## src/rtl/dmem_pkg.sv

```systemverilog
// Shared types and constants for the data-memory arbiter.
// Master ids, lane count and the read-tracking entry.
package dmem_pkg;

    localparam int   NUM_LANES = 4;
    localparam logic M0_ID     = 1'b0;
    localparam logic M1_ID     = 1'b1;

    typedef struct packed {
        logic valid;
        logic id;
    } rd_entry_t;

endpackage

```

## src/rtl/rd_tracker.sv

```systemverilog
// Fixed-depth shift register that follows each accepted read
// down the BRAM pipeline so its data returns to the issuing master.
import dmem_pkg::*;

module rd_tracker #(
    parameter int RD_LATENCY = 1
) (
    input  logic      clk,
    input  logic      reset,
    input  rd_entry_t push_entry,
    output rd_entry_t head_entry
);

    rd_entry_t stages [RD_LATENCY];

    always_ff @(posedge clk or negedge reset) begin
        if (!reset) begin
            for (int i = 0; i < RD_LATENCY; i++) begin
                stages[i] <= '0;
            end
        end else begin
            stages[0] <= push_entry;
            for (int i = 1; i < RD_LATENCY; i++) begin
                stages[i] <= stages[i-1];
            end
        end
    end

    assign head_entry = stages[RD_LATENCY-1];

endmodule

```

## src/rtl/dmem_arbiter.sv

```systemverilog
// Round-robin arbiter sharing BRAM port A between the CPU (M0)
// and the loader (M1), returning read data to the issuing master.
import dmem_pkg::*;

module dmem_arbiter #(
    parameter int ADDR_W     = 10,
    parameter int RD_LATENCY = 1,
    parameter int DATA_W     = 32
) (
    input  logic                 clk,
    input  logic                 reset,
    input  logic                 m0_req_i,
    input  logic [NUM_LANES-1:0] m0_we_i,
    input  logic [31:0]          m0_addr_i,
    input  logic [DATA_W-1:0]    m0_wdata_i,
    output logic                 m0_gnt_o,
    output logic                 m0_rvalid_o,
    output logic [DATA_W-1:0]    m0_rdata_o,
    input  logic                 m1_req_i,
    input  logic [NUM_LANES-1:0] m1_we_i,
    input  logic [31:0]          m1_addr_i,
    input  logic [DATA_W-1:0]    m1_wdata_i,
    output logic                 m1_gnt_o,
    output logic                 m1_rvalid_o,
    output logic [DATA_W-1:0]    m1_rdata_o,
    output logic [ADDR_W-1:0]    mem_addr_o,
    output logic [NUM_LANES-1:0] mem_we_o,
    output logic [DATA_W-1:0]    mem_din_o,
    input  logic [DATA_W-1:0]    mem_dout_i
);

    logic      last_grant;
    logic      gnt0;
    logic      gnt1;
    rd_entry_t push_entry;
    rd_entry_t head_entry;
    logic      unused_addr;

    // Contention goes to whichever master did not win last time.
    always_comb begin
        gnt0 = reset && m0_req_i && (!m1_req_i || last_grant == M1_ID);
        gnt1 = reset && m1_req_i && (!m0_req_i || last_grant == M0_ID);
    end

    assign m0_gnt_o = gnt0;
    assign m1_gnt_o = gnt1;

    always_ff @(posedge clk or negedge reset) begin
        if (!reset) begin
            last_grant <= M1_ID;
        end else if (gnt0) begin
            last_grant <= M0_ID;
        end else if (gnt1) begin
            last_grant <= M1_ID;
        end
    end

    always_comb begin
        mem_addr_o = '0;
        mem_we_o   = '0;
        mem_din_o  = '0;
        unique case (1'b1)
            gnt0: begin
                mem_addr_o = m0_addr_i[ADDR_W+1:2];
                mem_we_o   = m0_we_i;
                mem_din_o  = m0_wdata_i;
            end
            gnt1: begin
                mem_addr_o = m1_addr_i[ADDR_W+1:2];
                mem_we_o   = m1_we_i;
                mem_din_o  = m1_wdata_i;
            end
            default: ;
        endcase
    end

    assign unused_addr = ^{m0_addr_i[31:ADDR_W+2], m0_addr_i[1:0],
                           m1_addr_i[31:ADDR_W+2], m1_addr_i[1:0]};

    always_comb begin
        push_entry       = '0;
        push_entry.valid = (gnt0 && m0_we_i == '0) ||
                           (gnt1 && m1_we_i == '0);
        push_entry.id    = gnt1 ? M1_ID : M0_ID;
    end

    rd_tracker #(
        .RD_LATENCY (RD_LATENCY)
    ) u_rd_tracker (
        .clk        (clk),
        .reset      (reset),
        .push_entry (push_entry),
        .head_entry (head_entry)
    );

    always_comb begin
        m0_rvalid_o = head_entry.valid && head_entry.id == M0_ID;
        m1_rvalid_o = head_entry.valid && head_entry.id == M1_ID;
        m0_rdata_o  = m0_rvalid_o ? mem_dout_i : '0;
        m1_rdata_o  = m1_rvalid_o ? mem_dout_i : '0;
    end

endmodule

```

## config.mk

```make
export PLATFORM = sky130hd
export DESIGN_NAME = dmem_arbiter
export DESIGN_NICKNAME = d
export VERILOG_FILES = /design/src/rtl/dmem_pkg.sv /design/src/rtl/rd_tracker.sv /design/src/rtl/dmem_arbiter.sv
export SDC_FILE = /design/constraint.sdc
export NUM_CORES = 1
export LEC_CHECK = 0
export CAP_MARGIN = 25
export CORE_AREA = 4 4 107 109
export CTS_CLUSTER_DIAMETER = 80
export DETAILED_ROUTE_END_ITERATION = 16
export DIE_AREA = 0 0 111 113
export PLACE_DENSITY_LB_ADDON = 0.25
export RECOVER_POWER = 50
export SYNTH_ARGS = -nofsm -noshare
export SYNTH_HDL_FRONTEND = slang
export SYNTH_SLANG_ARGS = --single-unit
```

## constraint.sdc

```tcl
create_clock -name clk -period 1.7 [get_ports clk]
set_input_delay 0.51 -clock clk [delete_from_list [all_inputs] [get_ports clk]]
set_output_delay 0.51 -clock clk [all_outputs]
set_load 0.05 [all_outputs]
```

Word-level counts from Yosys, hierarchy flattened
Cells that the tools add are included.
{ "classes": {"n_mux": 8, "bitwise": 2, "n_reduce_logical": 16} }
{ "ops": {"columns": ["operator", "n"], "rows": [
  ["$mux W32", 2],
  ["$pmux W32 S2", 1],
  ["$pmux W10 S2", 1],
  ["$logic_and A1 B1 Y1", 8],
  ["$logic_not A4 Y1", 2],
  ["$pmux W4 S2", 1],
  ["$logic_or A1 B1 Y1", 3],
  ["$mux W1", 3],
  ["$logic_not A1 Y1", 2],
  ["$not A1 Y1", 2],
  ["$reduce_bool A2 Y1", 1]
]} }
{ "word_totals": {"inputBits": 172, "ff_bits": 3, "output_inout_bits": 114, "word_cells": 29} }

Depth between registers and ports, before layout
Gate-level depths: netlist of run 1.
{ "depth": {"word_depth": 5, "ltp_mapped": 5, "depth_no_buf": 3} }

By module
From an unflattened synthesis of run 1, not the netlist that was laid out.
{ "unflattened": {"hier_cells": 145, "hier_area_um2": 1082.3} }
{ "modules_own_cells": {"columns": ["module", "area_per_inst_um2", "cells_per_inst", "seq_area_each_um2", "n_inst"], "rows": [
  ["dmem_arbiter", 1032.2, 143, 26.3, 1],
  ["rd_tracker", 50.0, 2, 50.0, 1]
]} }

Worst setup path before layout of run 1
OpenSTA, ideal clock, no wires.
{ "synth_timing": {"path_type": "input to output", "from": "in m1_req_i", "to": "out mem_din_o[19]", "setup_slack_ps": -394, "arrival_time_ps": 1584, "cell_stages": 4, "required_ps": 1190, "cell_sequence": "nand2_1 -> a21oi_1 -> buf_2 -> a22o_1"} }
{ "synth_via": {"elab_cells_between_ends": 6, "classes_between": "1 x mux; 5 x reduce/logical"} }
{ "synth_rtl": {"columns": ["element", "line_no", "text"], "rows": [
  ["from (decl)", "dmem_arbiter.sv:19", "input logic m1_req_i,"],
  ["$logic_and A1 B1 Y1 (2 in a row)", "dmem_arbiter.sv:42", "gnt1 = reset && m1_req_i && (!m0_req_i || last_grant == M0_ID);"],
  ["named net m1_gnt_o", "dmem_arbiter.sv:23", "output logic m1_gnt_o,"],
  ["$pmux W32 S2", "dmem_arbiter.sv:62", "unique case (1'b1)"],
  ["to (decl)", "dmem_arbiter.sv:28", "output logic [DATA_W-1:0] mem_din_o,"]
]} }
The timed path passes the listed nets, and every way through them passes these cells.

Worst setup path in the final report of run 1
{ "layout_timing": {"from": "reg last_grant", "to": "out mem_din_o[5]"} }
{ "layout_via": {"elab_chain_cells": 4, "elab_cells_between_ends": 6, "classes_between": "1 x mux; 1 x bitwise; 4 x reduce/logical"} }
{ "layout_lines": {"columns": ["element", "line_no", "text"], "rows": [
  ["from (decl)", "dmem_arbiter.sv:32", "logic last_grant;"],
  ["from (signal assigned)", "dmem_arbiter.sv:50", "last_grant <= M1_ID;"],
  ["from (signal assigned)", "dmem_arbiter.sv:52", "last_grant <= M0_ID;"],
  ["from (signal assigned)", "dmem_arbiter.sv:54", "last_grant <= M1_ID;"],
  ["$not A1 Y1", "dmem_arbiter.sv:42", null],
  ["$logic_or A1 B1 Y1", "dmem_arbiter.sv:42", null],
  ["$logic_and A1 B1 Y1", "dmem_arbiter.sv:42", null],
  ["$pmux W32 S2 (*)", "dmem_arbiter.sv:62", null]
]} }
Mark *: on every way between the ends. The rest lies on a longest branch, timed or not.

==> reports/qor.yml, run 1 <==
power:
  irDropWorstVdd_mv: 0.251
  total_power_mw: 1.97
  leakagePower_nw: 2.62
  cellPowerDensity_nw_per_um2: 324
clock_tree:
  cts_hold_buf: 0
  cts-buffers-inserted: 3
  tritoncts: "done"
  clock-root-buffer: "clkbuf_8"
  clk_pin_slew_worst_paths_ps: 30
  cts.path.max_buffers: 2
  clock-sinks: 3
  clk_latency_ps: 210
  h-tree-depth: 1
critical_path:
  path_max_fanout: 8
  arrival_ps: 1580
  crit_type: "reg -> out"
  end_kind: "primary output"
  cp_data_required_time_ps: 1190
  critPathLaunchType: "register"
  path_cells: "a21oi_4 > buf_6 > buf_12 > a22o_4 > buf_12"
  crit_slowest_cell: "dfstp_2"
  cp_common_cell: "buf_12"
  cp_slowest_stage_delay_ps: 570
  rrSetupSlack_ps: 340
yosys:
  synth_fa_ha_area_frac: 0
  synth_top_family_by_area: "compound AO/OA/AOI/OAI gates"
  synth_cell_types: 19
  yosysWarnings: 0
  yosys.area.top_type: "a22o_1"
  synth-compound-area-share: 0.408
  yosysMostFrequentCell: "a22o_1"
  synth_ff_type: "dfrtp_1"
  avgSynthCellArea_um2: 7.46
  yosys-top-cells-count: "a22o_1, and2_1, and3_1"
  synth_top_area_frac: 0.372
  mappedNetlistArea_um2: 1080
  synthTopCellsByArea: "a22o_1, and2_1, and3_1, buf_6, dfrtp_1"
  synth-simple-area-share: 0.406
  synth_seq_cells: 3
  syn-num-nets: 317
  seq_area_frac_synth: 0.0705
  synth.area.mux_share: 0
  synth_edf_count: 0
  synth_xor_xnor_area_share: 0
  syn_inst: 145
  async_flop_share: 1.00
drt:
  drtIter0Drc: 57
  drt.antenna.violating_nets: 0
  vias_per_cell: 4.21
  wl_per_cell_um: 19.5
  drc_errors: 0
  routed_wl_um: 10800
  num_vias: 2326
  firstDrtPassIters: 2
global_routing:
  grt_pass1_wl_um: 15600
  antenna_found_initial: 0
  track_usage: 0.158
  grt_remaining_overflow: 0
  grt_pass1_vias: 2635
  grt_max_degree: 34
die:
  pin_count: 286
  row_count: 38
  core-area_um2: 10600
  dieHeight_um: 113
  die_w_um: 111
  die_area_um2: 12500
  floorplan.initialDensity: 0.102
run_status:
  outcome: "finished with violations"
  violations: "setup timing"
finish:
  area_delta_synth_final_pct: 460
  layout-drive-gt1-share: 0.678
  nets: 586
  final_cells: 553
  fillCellCount: 871
  diodes: 0
timing:
  setup_slack_ps: -390
  period_minus_slack_ps: 2090
  rsz0062_at_grt: "true"
  hold_viol: 0
  slew_headroom: 0.754
  fin_hold_ws_ps: 217
  slew_viol_final: 0
  setup_viol: 114
  post-route-period-util: 1.23
  fmax_mhz: 478
  skew_ps: 4.42
  worst_slew_pin_slew_ps: 366
  setup_tns_ps: -25260
placed_design:
  placed_cells: 523
  io_buffers: 241
  gp_congestion: 0.713
  pre_cts_ws_ps: -753
  dp_hpwl_um: 7910
hold_path:
  hold_path.class: "in -> async"
run:
  max_cap_violations: 0
==> logic make-up (layout without fill, tap and decap cells) <==
| logic type | count (synthesis) | count (layout) |
|---|---|---|
| buf+inv | 20 | 288 |
| flops | 3 | 3 |
| compound gates | 51 | 51 |
| simple gates | 71 | 71 |
==> state kept, by name (all words and copies together), names as in the netlist <==
register,cells
u_rd_tracker.head_entry,2
last_grant,1
==> critical path, delay by kind of cell, from the launching register on <==
kind / cells / cell delay (ps)
buf+inv: 3 / 450
compound gates: 2 / 350
flops: 1 / 570
==> power breakdown <==
| part | switching, mW | internal [mW] |
|---|---|---|
| Sequential | 0.00979 | 0.0825 |
| Clock | 0.0454 | 0.160 |
| Combinational | 0.733 | 0.936 |
| Total | 0.788 | 1.18 |
==> metal layers <==
metal / GRT usage / up-vias / part of all wire
met3: 0.0759 / 6 / 0.11
met2: 0.292 / 161 / 0.53
met4: 0.0213 / 0 / 0.0076
met1: 0.167 / 1064 / 0.35
li1: - / 1095 / -
met5: 0 / - / 0
==> final cells by class <==
cell class	instances	area (µm²)	share of cell area
multi-input combinational	122	1560	0.257
inverter	1	3.75	0.000619
tap	140	175	0.0289
clock buffer	4	45.0	0.00743
sequential	3	76.3	0.0126
timing repair buffer	283	4210	0.693
==> through the flow <==
step	cell area, µm²	utilization
after detailed placement	5340	0.503
after global routing	6070	0.572
after global placement	5340	0.503
final	6070	0.572
after CTS	5930	0.559
after floorplan	1600	-
==> cells in the final DEF, fill, tap and decap left out <==
| cell | instances |
|---|---|
| clkbuf_16 | 5 |
| a211oi_2 | 1 |
| nand2_1 | 2 |
| inv_2 | 1 |
| o21ai_0 | 1 |
| buf_2 | 1 |
| and2b_4 | 1 |
| buf_4 | 8 |
| clkbuf_8 | 3 |
| and2_4 | 33 |
| buf_12 | 122 |
| and3_4 | 32 |
| dlygate4sd2_1 | 30 |
| clkdlybuf4s50_1 | 92 |
| a21oi_4 | 2 |
| nor4_1 | 1 |
| dfstp_2 | 1 |
| dlymetal6s2s_1 | 2 |
| dfrtp_1 | 2 |
| a21o_1 | 1 |
| clkbuf_1 | 2 |
| buf_16 | 7 |
| nand2_4 | 1 |
| a22o_4 | 46 |
| buf_6 | 15 |
| or4_4 | 1 |
==> worst paths after layout <==
| kind | from | to | cells past startpoint |
|---|---|---|---|
| setup / recovery | last_grant | mem_din_o[5] | 5 |
| hold / removal | reset | u_rd_tracker.head_entry[1] | 2 |
| setup reg to reg | last_grant | u_rd_tracker.head_entry[1] | 6 |
| hold reg to reg | last_grant | last_grant | 3 |
| max in group asynchronous | reset | last_grant | 2 |
| min in group clk | m0_req_i | last_grant | 4 |
==> what timing repair did <==
item	4_1_cts	5_1_grt
gates cloned	9	8
gates resized for setup	121	29
pin swaps	10	54
setup buffers	10	6
setup endpoints to repair	113	115
(Power assumes the default switching activity.)
==> run 2, diff against run 1 <==
--- a/config.mk
+++ b/config.mk
@@ -6,10 +6,10 @@
 export NUM_CORES = 1
 export LEC_CHECK = 0
 export CAP_MARGIN = 25
-export CORE_AREA = 4 4 107 109
+export CORE_AREA = 2 2 112 114
 export CTS_CLUSTER_DIAMETER = 80
 export DETAILED_ROUTE_END_ITERATION = 16
-export DIE_AREA = 0 0 111 113
+export DIE_AREA = 0 0 114 116
 export PLACE_DENSITY_LB_ADDON = 0.25
 export RECOVER_POWER = 50
 export SYNTH_ARGS = -nofsm -noshare
==> run 2 against run 1 <==
Net effect:
- the run still ends with setup timing left
- combinational power barely moved
- critical endpoint is now mem_din_o[13]
- critical path type unchanged
- clock power rose by 80%
- power rose by 7.9%
- first-iteration DRC count fell by 28%
- setup slack improved by 5.1 ps
- critical path depth did not move
==> reports/qor.yml, run 2 (synthesized netlist as in run 1, its figures left out) <==
run_status:
  outcome: "finished with violations"
  violations: "setup timing"
drt:
  drc_errors: 0
  routed_wl_um: 9960
  firstDrtPassIters: 3
  drt.antenna.violating_nets: 0
  num_vias: 2311
  vias_per_cell: 4.19
  drtIter0Drc: 41
  wl_per_cell_um: 18.1
timing:
  fmax_mhz: 480
  setup_viol: 114
  slew_headroom: 0.745
  setup_tns_ps: -28400
  skew_ps: 3.40
  slew_viol_final: 0
  period_minus_slack_ps: 2080
  worst_slew_pin_slew_ps: 379
  setup_slack_ps: -385
  rsz0062_at_grt: "true"
  post-route-period-util: 1.23
  hold_viol: 0
critical_path:
  ff2ff_path_depth: 4
  crit_slowest_cell: "dfstp_2"
  path_max_fanout: 6
  cp_top_family: "flip-flops"
  r2r-end: "u_rd_tracker.head_entry[1]"
  path_cells: "a21oi_4 > buf_6 > clkbuf_16 > a22o_4 > buf_12"
  critPathLaunchType: "register"
  arrival_ps: 1570
  cp_data_required_time_ps: 1190
  crit_type: "reg -> out"
  rrSetupSlack_ps: 450
  critPathLaunch: "last_grant"
  r2r-start: "last_grant"
  end_kind: "primary output"
  cp_num_buf_inv: 3
  cp_slowest_stage_delay_ps: 570
finish:
  final_cell_mix: "buf_12, clkdlybuf4s50_1, a22o_4, and2_4, and3_4"
  largest_register_ffs: 2
  layout-drive-gt1-share: 0.673
  final_cells: 551
  nets: 577
  diodes: 0
  layout_commonest_cell: "buf_12"
  area_delta_synth_final_pct: 459
  post-route-util: 0.508
power:
  cellPowerDensity_nw_per_um2: 351
  irDropWorstVdd_mv: 0.277
  leakagePower_nw: 2.61
global_routing:
  grt_remaining_overflow: 0
  grt_pass1_vias: 2629
  antenna_found_initial: 0
  track_usage: 0.143
  grt_max_degree: 34
  grt_pass1_wl_um: 14600
clock_tree:
  cts.path.max_buffers: 2
  cts-buffers-inserted: 3
  h-tree-depth: 1
  clk_pin_slew_worst_paths_ps: 30
  clk_latency_ps: 220
  tritoncts: "done"
  clock-sinks: 3
  clock-root-buffer: "clkbuf_16"
placed_design:
  gp_congestion: 0.736
  placed_cells: 528
  dp_hpwl_um: 7520
  io_buffers: 241
die:
  core-area_um2: 11900
  die_area_um2: 13200
  row_count: 40
  dieHeight_um: 116
  floorplan.initialDensity: 0.0909
  die_w_um: 114
  pin_count: 286
run:
  max_cap_violations: 0
hold_path:
  hold_path.class: "in -> async"
run 2: area by class of cell:
class	instances	area, µm²
repair buffers	274	4150
well taps	147	184
clock buffers	4	78.8
fillers	1045	5860
inverters	1	3.75
multi-input cells	122	1560
flip-flops and latches	3	76.3
run 2: routing by layer:
layer | global-route usage | wire [µm]
met4 | 0.00894 | 31
met1 | 0.139 | 3120
met2 | 0.292 | 5630
met5 | 0 | 0
met3 | 0.0607 | 1170
run 2: power breakdown:
part | internal [mW] | total [mW] | switching [mW]
clock | 0.309 | 0.370 | 0.0605
combinational | 0.934 | 1.66 | 0.727
sequential | 0.0825 | 0.0916 | 0.00913
total | 1.33 | 2.12 | 0.796
run 2: worst max path at each step:
stage	slack (ps)	to	cells after the start
after floorplan	-90	mem_din_o[0]	5
after global placement	-820	mem_we_o[0]	6
after detailed placement	-840	mem_we_o[1]	6
after CTS	-390	mem_din_o[18]	5
after global routing	-420	mem_addr_o[1]	5
final	-380	mem_din_o[13]	5
run 2: repair_timing:
| action | 4_1_cts | 5_1_grt |
|---|---|---|
| pin swaps | 16 | 21 |
| hold buffers | 0 | 0 |
| resized for setup | 103 | 22 |
| endpoints found under the setup margin | 115 | 115 |
| gates cloned | 9 | 2 |
| setup buffers | 9 | 4 |
run 2: per-stage QoR:
step	hold slack (ps)	instance area [µm²]	worst slack (ps)	power [mW]
CTS	90.3	5980	-388	2.14
detailed placement	664	5330	-844	1.62
global route	88.3	6050	-422	2.20
global placement	635	5330	-824	1.61
floorplan	214	1600	-90.8	0.779
finish	91.8	6050	-385	2.12
==> run 3, diff against run 2 <==
--- a/config.mk
+++ b/config.mk
@@ -6,12 +6,14 @@
 export NUM_CORES = 1
 export LEC_CHECK = 0
 export CAP_MARGIN = 25
-export CORE_AREA = 2 2 112 114
+export CORE_AREA = 5 5 108 110
 export CTS_CLUSTER_DIAMETER = 80
 export DETAILED_ROUTE_END_ITERATION = 16
-export DIE_AREA = 0 0 114 116
+export DIE_AREA = 0 0 113 115
+export MAX_ROUTING_LAYER = met4
 export PLACE_DENSITY_LB_ADDON = 0.25
 export RECOVER_POWER = 50
+export REMOVE_ABC_BUFFERS = 1
 export SYNTH_ARGS = -nofsm -noshare
 export SYNTH_HDL_FRONTEND = slang
 export SYNTH_SLANG_ARGS = --single-unit
==> run 3 against run 2 <==
Net effect:
- fmax is 5.0% lower
- cell area is 0.29% higher
- first-iteration DRC count is 15% lower
- critical endpoint is now mem_din_o[21]
- the flow still finishes with violations (setup timing)
- global-route usage is 2.1 points higher
==> reports/qor.yml, run 3 (synthesized netlist as in run 1, its figures left out) <==
placed_design:
  io_buffers: 241
  placed_cells: 522
  dpl-instance-area_um2: 4880
  dp_hpwl_um: 8260
  gp_congestion: 0.775
clock_tree:
  h-tree-depth: 1
  clock-root-buffer: "clkbuf_8"
  clk_latency_ps: 210
  tritoncts: "done"
  cts.path.max_buffers: 2
  clock-sinks: 3
  cts-buffers-inserted: 3
  clk_pin_slew_worst_paths_ps: 30
global_routing:
  grt_remaining_overflow: 0
  grt_pass1_vias: 2685
  antenna_found_initial: 0
  grt_max_degree: 34
  track_usage: 0.164
  grt_pass1_wl_um: 16100
critical_path:
  arrival_ps: 1680
  path_max_fanout: 6
  ff2ff_path_depth: 7
  critPathLaunchType: "register"
  cp_data_required_time_ps: 1190
  crit_type: "reg -> out"
  end_kind: "primary output"
finish:
  regArea_um2: 77.6
  final_cells: 556
  largest_register_ffs: 2
  diodes: 0
  area_delta_synth_final_pct: 461
  layout-drive-gt1-share: 0.654
  multiInputGateArea_um2: 1460
  finalInstanceArea_um2: 6070
  fillCellCount: 859
  nets: 589
  final_cell_mix: "buf_12, clkdlybuf4s50_1, a22o_4, and2_4"
  layout_commonest_cell: "buf_12"
timing:
  period_minus_slack_ps: 2190
  post-route-period-util: 1.29
  rsz0062_at_grt: "true"
  worst_slew_pin_slew_ps: 356
  slew_viol_final: 0
  setup_slack_ps: -494
  fin_hold_ws_ps: 275
  setup_tns_ps: -28920
  slew_headroom: 0.761
  skew_ps: 1.19
  hold_viol: 0
  setup_viol: 114
  fmax_mhz: 456
run_status:
  violations: "setup timing"
  outcome: "finished with violations"
power:
  irDropWorstVdd_mv: 0.217
  leakagePower_nw: 2.58
  total_power_mw: 2.01
  cellPowerDensity_nw_per_um2: 331
drt:
  num_vias: 2398
  drt.antenna.violating_nets: 0
  vias_per_cell: 4.31
  firstDrtPassIters: 4
  wl_per_cell_um: 21.2
  drc_errors: 0
  drtIter0Drc: 35
  routed_wl_um: 11800
run:
  max_cap_violations: 0
die:
  core-area_um2: 10600
  pin_count: 286
  dieHeight_um: 115
  row_count: 38
  die_w_um: 113
  floorplan.initialDensity: 0.102
  die_area_um2: 13000
hold_path:
  hold_path.class: "in -> async"
==> run 3: timing repair <==
action                     4_1_cts  5_1_grt
hold buffers                     0        0
setup endpoints to repair      113      115
cloned                          10        7
resized for setup              153       27
pin swaps                       62       12
buffers inserted                15        0
==> run 3: worst paths after layout <==
path	end	from	slack (ps)
worst min register to register	last_grant	last_grant	770
max in group asynchronous	last_grant	reset	1190
worst max-delay path	mem_din_o[21]	last_grant	-490
worst max register to register	u_rd_tracker.head_entry[1]	last_grant	290
min in group clk	last_grant	m0_req_i	660
worst min-delay path	u_rd_tracker.head_entry[0]	reset	270
==> run 3: through the flow <==
step,util,setup slack [ps]
final,0.573,-494
after global routing,0.573,-540
after CTS,0.542,-502
after floorplan,-,-2560
after detailed placement,0.461,-740
after global placement,0.461,-746
==> run 3: per-layer routing <==
layer  wire [µm]  up-vias  GRT usage
met5           0        -          -
met4         367        0     0.0473
met3        1250       18     0.0521
met2        5990      186      0.306
met1        4150     1092      0.165
li1            -     1102          -
==> run 3: where the power goes <==
part | internal [mW] | switching (mW) | leakage (nW)
Clock | 0.160 | 0.0461 | 0.0228
Combinational | 0.960 | 0.754 | 2.52
Sequential | 0.0824 | 0.00620 | 0.0359
==> run 3: area by class of cell <==
class / count / area share
clock buffer: 4 / 0.00742
tap: 140 / 0.0288
sequential: 3 / 0.0128
multi-input combinational: 122 / 0.240
inverter: 1 / 0.00103
timing repair buffer: 286 / 0.710
==> run 3: critical path: stages, from the launching register on <==
cell and delay, ps:
dfstp_2 540, buf_6 100, a21oi_4 50, buf_6 120, buf_6 130, buf_16 140
a22o_4 250, buf_12 150
